File: src/rtl/nexi_uart_tx_arbiter.sv
// Round-robin arbiter sharing one nexi_uart_tx between N_REQ byte producers.
// Supports a per-requester packet lock and flags a transmitter that never acknowledges a send.
module nexi_uart_tx_arbiter #(
  parameter int N_REQ       = 4,
  parameter int IDX_W       = 2,
  parameter int ACK_TIMEOUT = 8
) (
  input  logic               clk_1x_bps,
  input  logic               rst,
  input  logic [N_REQ-1:0]   req_valid,
  input  logic [N_REQ-1:0]   req_lock,
  input  logic [8*N_REQ-1:0] req_data,
  output logic [N_REQ-1:0]   req_ready,
  output logic               tx_command_send,
  output logic [7:0]         tx_data,
  input  logic               tx_done_ack,
  output logic [IDX_W-1:0]   grant_id,
  output logic               busy,
  output logic               timeout_err
);

  typedef enum logic [1:0] {IDLE, REQ, BUSY, RECOVER} state_t;

  localparam logic [7:0] WAIT_LAST    = 8'(ACK_TIMEOUT - 1);
  localparam logic [7:0] RECOVER_LAST = 8'd2;

  state_t           state, state_nxt;
  logic [IDX_W-1:0] rr_ptr, rr_ptr_nxt;
  logic [IDX_W-1:0] grant_nxt, winner;
  logic             lock_hold, lock_hold_nxt;
  logic [7:0]       cnt, cnt_nxt;
  logic [7:0]       data_nxt;
  logic             send_nxt;
  logic [N_REQ-1:0] ready_nxt;
  logic             terr_nxt;

  // First valid index after ptr in cyclic order; scanned backwards so the nearest wins.
  function automatic logic [IDX_W-1:0] rr_next(input logic [IDX_W-1:0] ptr,
                                               input logic [N_REQ-1:0] vld);
    logic [IDX_W-1:0] pick;
    int               idx;
    pick = ptr;
    for (int off = N_REQ; off >= 1; off--) begin
      idx = (int'(ptr) + off) % N_REQ;
      if (vld[IDX_W'(idx)]) pick = IDX_W'(idx);
    end
    return pick;
  endfunction

  always_comb begin
    state_nxt     = state;
    rr_ptr_nxt    = rr_ptr;
    grant_nxt     = grant_id;
    lock_hold_nxt = lock_hold;
    cnt_nxt       = cnt;
    data_nxt      = tx_data;
    send_nxt      = tx_command_send;
    ready_nxt     = '0;
    terr_nxt      = 1'b0;
    winner        = (lock_hold && req_valid[grant_id]) ? grant_id : rr_next(rr_ptr, req_valid);
    case (state)
      IDLE: begin
        // A lock survives only while its owner keeps requesting.
        if (lock_hold && !req_valid[grant_id]) lock_hold_nxt = 1'b0;
        if (tx_done_ack && |req_valid) begin
          grant_nxt  = winner;
          data_nxt   = req_data[{winner, 3'b000} +: 8];
          send_nxt   = 1'b1;
          rr_ptr_nxt = winner;
          cnt_nxt    = '0;
          state_nxt  = REQ;
        end
      end
      REQ: begin
        cnt_nxt = cnt + 8'd1;
        if (!tx_done_ack) begin
          send_nxt            = 1'b0;
          ready_nxt[grant_id] = 1'b1;
          lock_hold_nxt       = req_lock[grant_id];
          state_nxt           = BUSY;
        end else if (cnt == WAIT_LAST) begin
          send_nxt      = 1'b0;
          terr_nxt      = 1'b1;
          lock_hold_nxt = 1'b0;
          cnt_nxt       = '0;
          state_nxt     = RECOVER;
        end
      end
      BUSY: begin
        if (tx_done_ack) state_nxt = IDLE;
      end
      RECOVER: begin
        // Gives the transmitter's command synchronizer time to drain.
        if (cnt == RECOVER_LAST) state_nxt = IDLE;
        else cnt_nxt = cnt + 8'd1;
      end
      default: state_nxt = IDLE;
    endcase
  end

  always_ff @(posedge clk_1x_bps) begin
    if (rst) begin
      state           <= IDLE;
      rr_ptr          <= IDX_W'(N_REQ - 1);
      grant_id        <= '0;
      lock_hold       <= 1'b0;
      cnt             <= '0;
      tx_data         <= '0;
      tx_command_send <= 1'b0;
      req_ready       <= '0;
      timeout_err     <= 1'b0;
      busy            <= 1'b0;
    end else begin
      state           <= state_nxt;
      rr_ptr          <= rr_ptr_nxt;
      grant_id        <= grant_nxt;
      lock_hold       <= lock_hold_nxt;
      cnt             <= cnt_nxt;
      tx_data         <= data_nxt;
      tx_command_send <= send_nxt;
      req_ready       <= ready_nxt;
      timeout_err     <= terr_nxt;
      busy            <= (state_nxt != IDLE);
    end
  end

endmodule

File: config.mk
export PLATFORM = sky130hd
export DESIGN_NAME = nexi_uart_tx_arbiter
export DESIGN_NICKNAME = d
export VERILOG_FILES = /design/src/rtl/nexi_uart_tx_arbiter.sv
export SDC_FILE = /design/constraint.sdc
export NUM_CORES = 1
export LEC_CHECK = 0
export CAP_MARGIN = 20
export CORE_MARGIN = 1.5
export CORE_UTILIZATION = 30
export DETAILED_ROUTE_END_ITERATION = 7
export PLACE_DENSITY = 0.61
export SLEW_MARGIN = 20
export SYNTH_ARGS = -nofsm -noshare
export SYNTH_HDL_FRONTEND = slang
export SYNTH_SLANG_ARGS = --single-unit
File: constraint.sdc
create_clock -name clk_1x_bps -period 2.2 [get_ports clk_1x_bps]
set_input_delay 0.33 -clock clk_1x_bps [delete_from_list [all_inputs] [get_ports clk_1x_bps]]
set_output_delay 0.33 -clock clk_1x_bps [all_outputs]
set_load 0.03 [all_outputs]
Word level (Yosys, flattened, before mapping)
Index checks and enable logic that the tools add are counted.
{ "word_totals": {"reg_bits": 30, "output_inout_bits": 17, "word_cells": 91} }
{ "op_classes": {"n_addsub": 5, "order_cmp": 6, "n_eq_ne": 9, "n_shift": 1, "muxes": 42, "n_bitwise": 2, "n_reduce_logical": 16} }
{ "ops": {"columns": ["cell", "n"], "rows": [
  ["8-bit two-way mux", 4],
  ["32-bit by 6-bit indexed part select with 8-bit output", 1],
  ["8-bit one-hot mux with 3 select lines", 1],
  ["2-bit two-way mux", 10],
  ["1-bit two-way mux", 17],
  ["2-bit by 4-bit less-than comparator with 1-bit output (second input constant)", 4],
  ["1-bit binary-select mux with 2-bit select", 6],
  ["3-bit AND reduction", 3],
  ["8-bit by 1-bit adder with 8-bit output (second input constant)", 1],
  ["8-bit by 2-bit equality test with 1-bit output (second input constant)", 1],
  ["8-bit by 3-bit equality test with 1-bit output (second input constant)", 1],
  ["2-bit one-hot mux with 4 select lines", 1],
  ["2-bit != test (second input constant)", 3],
  ["3-bit OR reduction", 2],
  ["2-bit by 1-bit adder with 2-bit output (second input constant)", 2],
  ["2-bit adder (second input constant)", 2],
  ["2-bit equality test (second input constant)", 2],
  ["1-bit logical AND", 4],
  ["1-bit one-hot mux with 2 select lines", 2],
  ["2-bit nonzero test", 2],
  ["4-bit OR reduction", 1],
  ["2-bit by 3-bit less-than comparator with 1-bit output (second input constant)", 1],
  ["3-bit != test (second input constant)", 1],
  ["3-bit nonzero test", 1],
  ["other kinds (7)", 8]
]} }

Logic depth before layout (Yosys ltp)
{ "depth": {"depth_word": 10, "depth_mapped": 9, "ltp_nobuf": 8} }

Least setup slack after synthesis
No wires, ideal clock.
{ "synth_timing": {"path_kind": "register to register", "start": "register grant_id[1]", "end": "register tx_data[5]", "arrival_time_ns": 2.404, "required_time_ns": 2.080, "path_slack_ns": -0.325, "path_stages_with_launch": 9, "path_buffers": 2, "path_cell_list": "dfxtp_1 > mux4_2 > and2_4 > o41ai_2 > buf_6 > buf_12 > mux2i_1 > a2bb2oi_1 > o21ai_1"} }
{ "synth_between": {"elab_chain_cells": 5} }
{ "synth_lines": {"columns": ["item", "line", "source"], "rows": [
  ["from (decl)", "17", "output logic [IDX_W-1:0] grant_id,"],
  ["from (signal assigned)", "116", "grant_id <= grant_nxt;"],
  ["1-bit binary-select mux with 2-bit select", "60", "winner = (lock_hold && req_valid[grant_id]) ? grant_id : rr_next(rr_ptr, req_valid);"],
  ["1-bit two-way mux (not written as such)", "60", null],
  ["1-bit logical AND", "60", null],
  ["2-bit two-way mux *", "60", null],
  ["32-bit by 6-bit indexed part select with 8-bit output *", "67", "data_nxt = req_data[{winner, 3'b000} +: 8];"],
  ["to (signal assigned)", "119", "tx_data <= data_nxt;"],
  ["to (decl)", "15", "output logic [7:0] tx_data,"]
]} }
Every way passes the cells marked *; elsewhere a longest branch is shown, timed or not. The select of a mux whose other input is x is not followed.
A chain may end at the register's enable or synchronous reset.

Final worst setup path
{ "layout_timing": {"start": "register grant_id[1]", "end": "register tx_data[7]"} }
The elaborated chain is that of the path after synthesis.

==> metrics <==
status=finished clean; chip height=77.1 um; Via density=between 4 and 5; Syn Area/Cell=8.94 um2; synthesized net count=229; grt total ovfl=0; Slew Viols, Final=0; setup_tns=0 ns; initial antenna violation count=0; clock latency on the worst-skew pair=0.28 ns; warnings from Yosys=0; worst setup path end=tx_data[7]; largest net degree at the start of global routing=16; number of global-route vias before repair=1,592; gpl congestion=0.775; number of vias after detailed routing=1,680; Post-synth ARST share=0%; CP max stage delay=0.50 ns; multi-input combinational cell area=around 1000 um2; startpoint types=flip-flop; Worst Tran Pin Value=0.480 ns; endpoints failing hold=0; Final Net Count=roughly 320; Initial Util=31.6%; synthesized instance count=184; Num CTS Buffers=5; clock slew at reported path FFs=0.06 ns; Pint=1.11 mW; number of flops mapped to enable cells by yosys=0; Initial DRT Pass Iterations=4; Post-DP Area=0.00250 mm2; arrival time worst endpoint=2.27 ns; detailed placement HPWL=3270 um; row count=26; DRC viols=0; slowest library cell on the worst path=mux4_2; average wire per standard cell=approximately 13 um; worst-path fanout max=8; max-cap violations=0; R2R Path End=tx_data[7]; Comb pwr share=31.6%; final worst clock skew=0.00434 ns; Synth Register Bits=30; min Tclk post-route=around 2.1 ns; H-tree depth=2; crit-path cells=mux4_2 -> and2_4 -> o41ai_4 -> buf_6 -> mux2i_2 -> a2bb2oi_1 -> o21ai_1; Final Cycle Share=96.0%; Antenna Cells=0; GRT Util Overall=15.6%; r2r startpoint=grant_id[1]; clock root buffer=clkbuf_8; Max Clk Rate=473 MHz; core outline area=0.00520 mm2; Reg area=606 um2; Crit. End Element=flip-flop; Crit. Startpoint=grant_id[1]; sequential area share after synthesis=36.5%; RSZ-0062 raised after global routing=yes; Crit path depth=7; Switch Pwr=approximately 0.45 mW; Final Instance Area=0.00262 mm2; CTS tree=built; min-delay worst type=flip-flop to flip-flop; Worst Reg-to-Reg Cells=7; family with the most delay on the worst path=multiplexers; area of the mapped netlist=about 0.0016 mm2; Lkg Pwr=1.08 nW; antenna-violating nets left=0; # hold bufs at CTS=0; Area growth, synth to finish=59.0%; final WL=4420 um; Buf+Inv Stages, Crit Path=1; Clock Power Share=29.6%; PortBufs=59; first-pass GRT wire length=7410 um; Die Span X=a little under 80 um; 1st-iter DRT viols=101; Max IR drop VDD=261 uV; Clock Path Buffers=2; WS Path Type=flip-flop to flip-flop; share of cells above drive strength 1=18.9%; TritonCTS Sinks=30; Net Sw Frac=between 20% and 30%; Slew Limit Headroom=67.7%; Req. time, crit path=2.36 ns; pwr/cell area=597 mW/mm2; die footprint=0.00594 mm2; share of power burned in registers=around 39%; Post-synth top flop=dfxtp_1; Worst R2R Setup Slack=0.09 ns; Fillers=525; IO Pins=60; Synth cell types=40; # setup viols final=0
## layer usage
metal / GRT usage [%] / wire length, um / up-vias
li1: - / - / 867
met1: 20.2 / 2090 / 763
met2: 25.5 / 2060 / 43
met3: 3.21 / 197 / 7
met4: 6.00 / 67 / 0
met5: 0 / 0 / -
## Yosys cell counts, types with 2 or more instances
cell type | instances | area share [%]
a2bb2oi_1 | 8 | 4.3
a211o_1 | 2 | 1.1
o31a_1 | 2 | 1.1
nand2b_1 | 3 | 1.1
inv_1 | 4 | 0.91
nor3b_1 | 2 | 0.91
dfxtp_1 | 30 | 37
o21ai_1 | 3 | 0.91
a21oi_1 | 11 | 3.3
nand2_1 | 8 | 1.8
mux2i_1 | 16 | 9.7
o21a_1 | 3 | 1.4
clkbuf_1 | 4 | 0.91
o21ai_0 | 18 | 5.5
nand3_1 | 2 | 0.61
nand3b_1 | 3 | 1.4
nor3_1 | 4 | 1.2
mux2_2 | 3 | 2.1
and3_1 | 5 | 1.9
or3b_2 | 4 | 2.1
or3_1 | 2 | 0.76
nor2_1 | 20 | 4.6
nor2b_1 | 7 | 2.7
ha_1 | 2 | 1.5
a31oi_1 | 3 | 1.1
## kinds of logic (layout without fill, tap and decap cells)
logic type / after synthesis / count (layout) / share of synthesized area (%)
AOI/OAI and AO/OA: 57 / 57 / 22.6
adders and majority gates: 2 / 2 / 1.52
DFF: 30 / 30 / 36.5
buffers and inverters: 10 / 101 / 3.73
and+or+nand+nor: 64 / 64 / 20.9
muxes: 21 / 21 / 14.8
## worst min-delay path: stages, from the launching register on
cell and delay, ns:
dfxtp_1 0.32, a2bb2oi_1 0.06, o21ai_0 0.06
## sequential cells by signal (all words and copies together), names as in the netlist
signal and flops:
busy 1, lock_hold 1, rr_ptr 2, req_ready 4, state 2, tx_data 8
tx_command_send 1, grant_id 2, cnt 8, timeout_err 1
## per-stage QoR
| step | power [mW] | hold slack, ns | setup WS (ns) | utilization (%) | std cells |
|---|---|---|---|---|---|
| after floorplan | 0.873 | 0.448 | -0.0575 | - | 184 |
| after global placement | 1.09 | 0.451 | -0.339 | 48.1 | 335 |
| after detailed placement | 1.10 | 0.461 | -0.389 | 48.1 | 335 |
| after CTS | 1.58 | 0.476 | 0.0775 | 50.2 | 345 |
| after global routing | 1.65 | 0.515 | -0.0816 | 50.3 | 345 |
| final | 1.56 | 0.471 | 0.0872 | 50.3 | 345 |
## area by class of cell
type | count | area share [%]
clock buffer | 7 | 3.30
timing repair buffer | 89 | 31.3
inverter | 4 | 0.574
tap | 70 | 3.35
sequential | 30 | 23.1
multi-input combinational | 144 | 38.2
clock inverter | 1 | 0.191
## worst min path at each step
| stage | startpoint | to | slack [ns] | depth (start not counted) |
|---|---|---|---|---|
| after global routing | tx_command_send | tx_command_send | 0.52 | 1 |
| final | tx_data[2] | tx_data[2] | 0.47 | 2 |
| after floorplan | tx_done_ack | timeout_err | 0.45 | 2 |
| after detailed placement | tx_data[2] | tx_data[2] | 0.46 | 2 |
| after CTS | tx_data[2] | tx_data[2] | 0.48 | 2 |
| after global placement | tx_data[2] | tx_data[2] | 0.45 | 2 |
## cell usage in the layout (no fill, tap or decap), drive strengths merged, types with 6 or more instances in the layout
cell	Yosys	routed
buf	2	30
a21oi	11	11
mux2i	16	16
nor2	20	20
clkdlybuf4s50	0	55
nand2	8	8
dfxtp	30	30
and3	6	6
clkbuf	4	7
nor2b	7	7
a2bb2oi	8	8
o21ai	21	21
## power groups by stage
stage | sequential (mW) | clock, mW | combinational [mW]
finish | 0.607 | 0.462 | 0.493
global route | 0.612 | 0.508 | 0.531
CTS | 0.607 | 0.476 | 0.494
detailed placement | 0.618 | 0 | 0.479
global placement | 0.618 | 0 | 0.474
floorplan | 0.667 | 0 | 0.206
## what timing repair did
item	in CTS	in global routing
buffers inserted	2	0
pin swaps	1	0
setup endpoints to repair	8	8
resized for setup	10	1
Power figures use the tool's default switching activity.
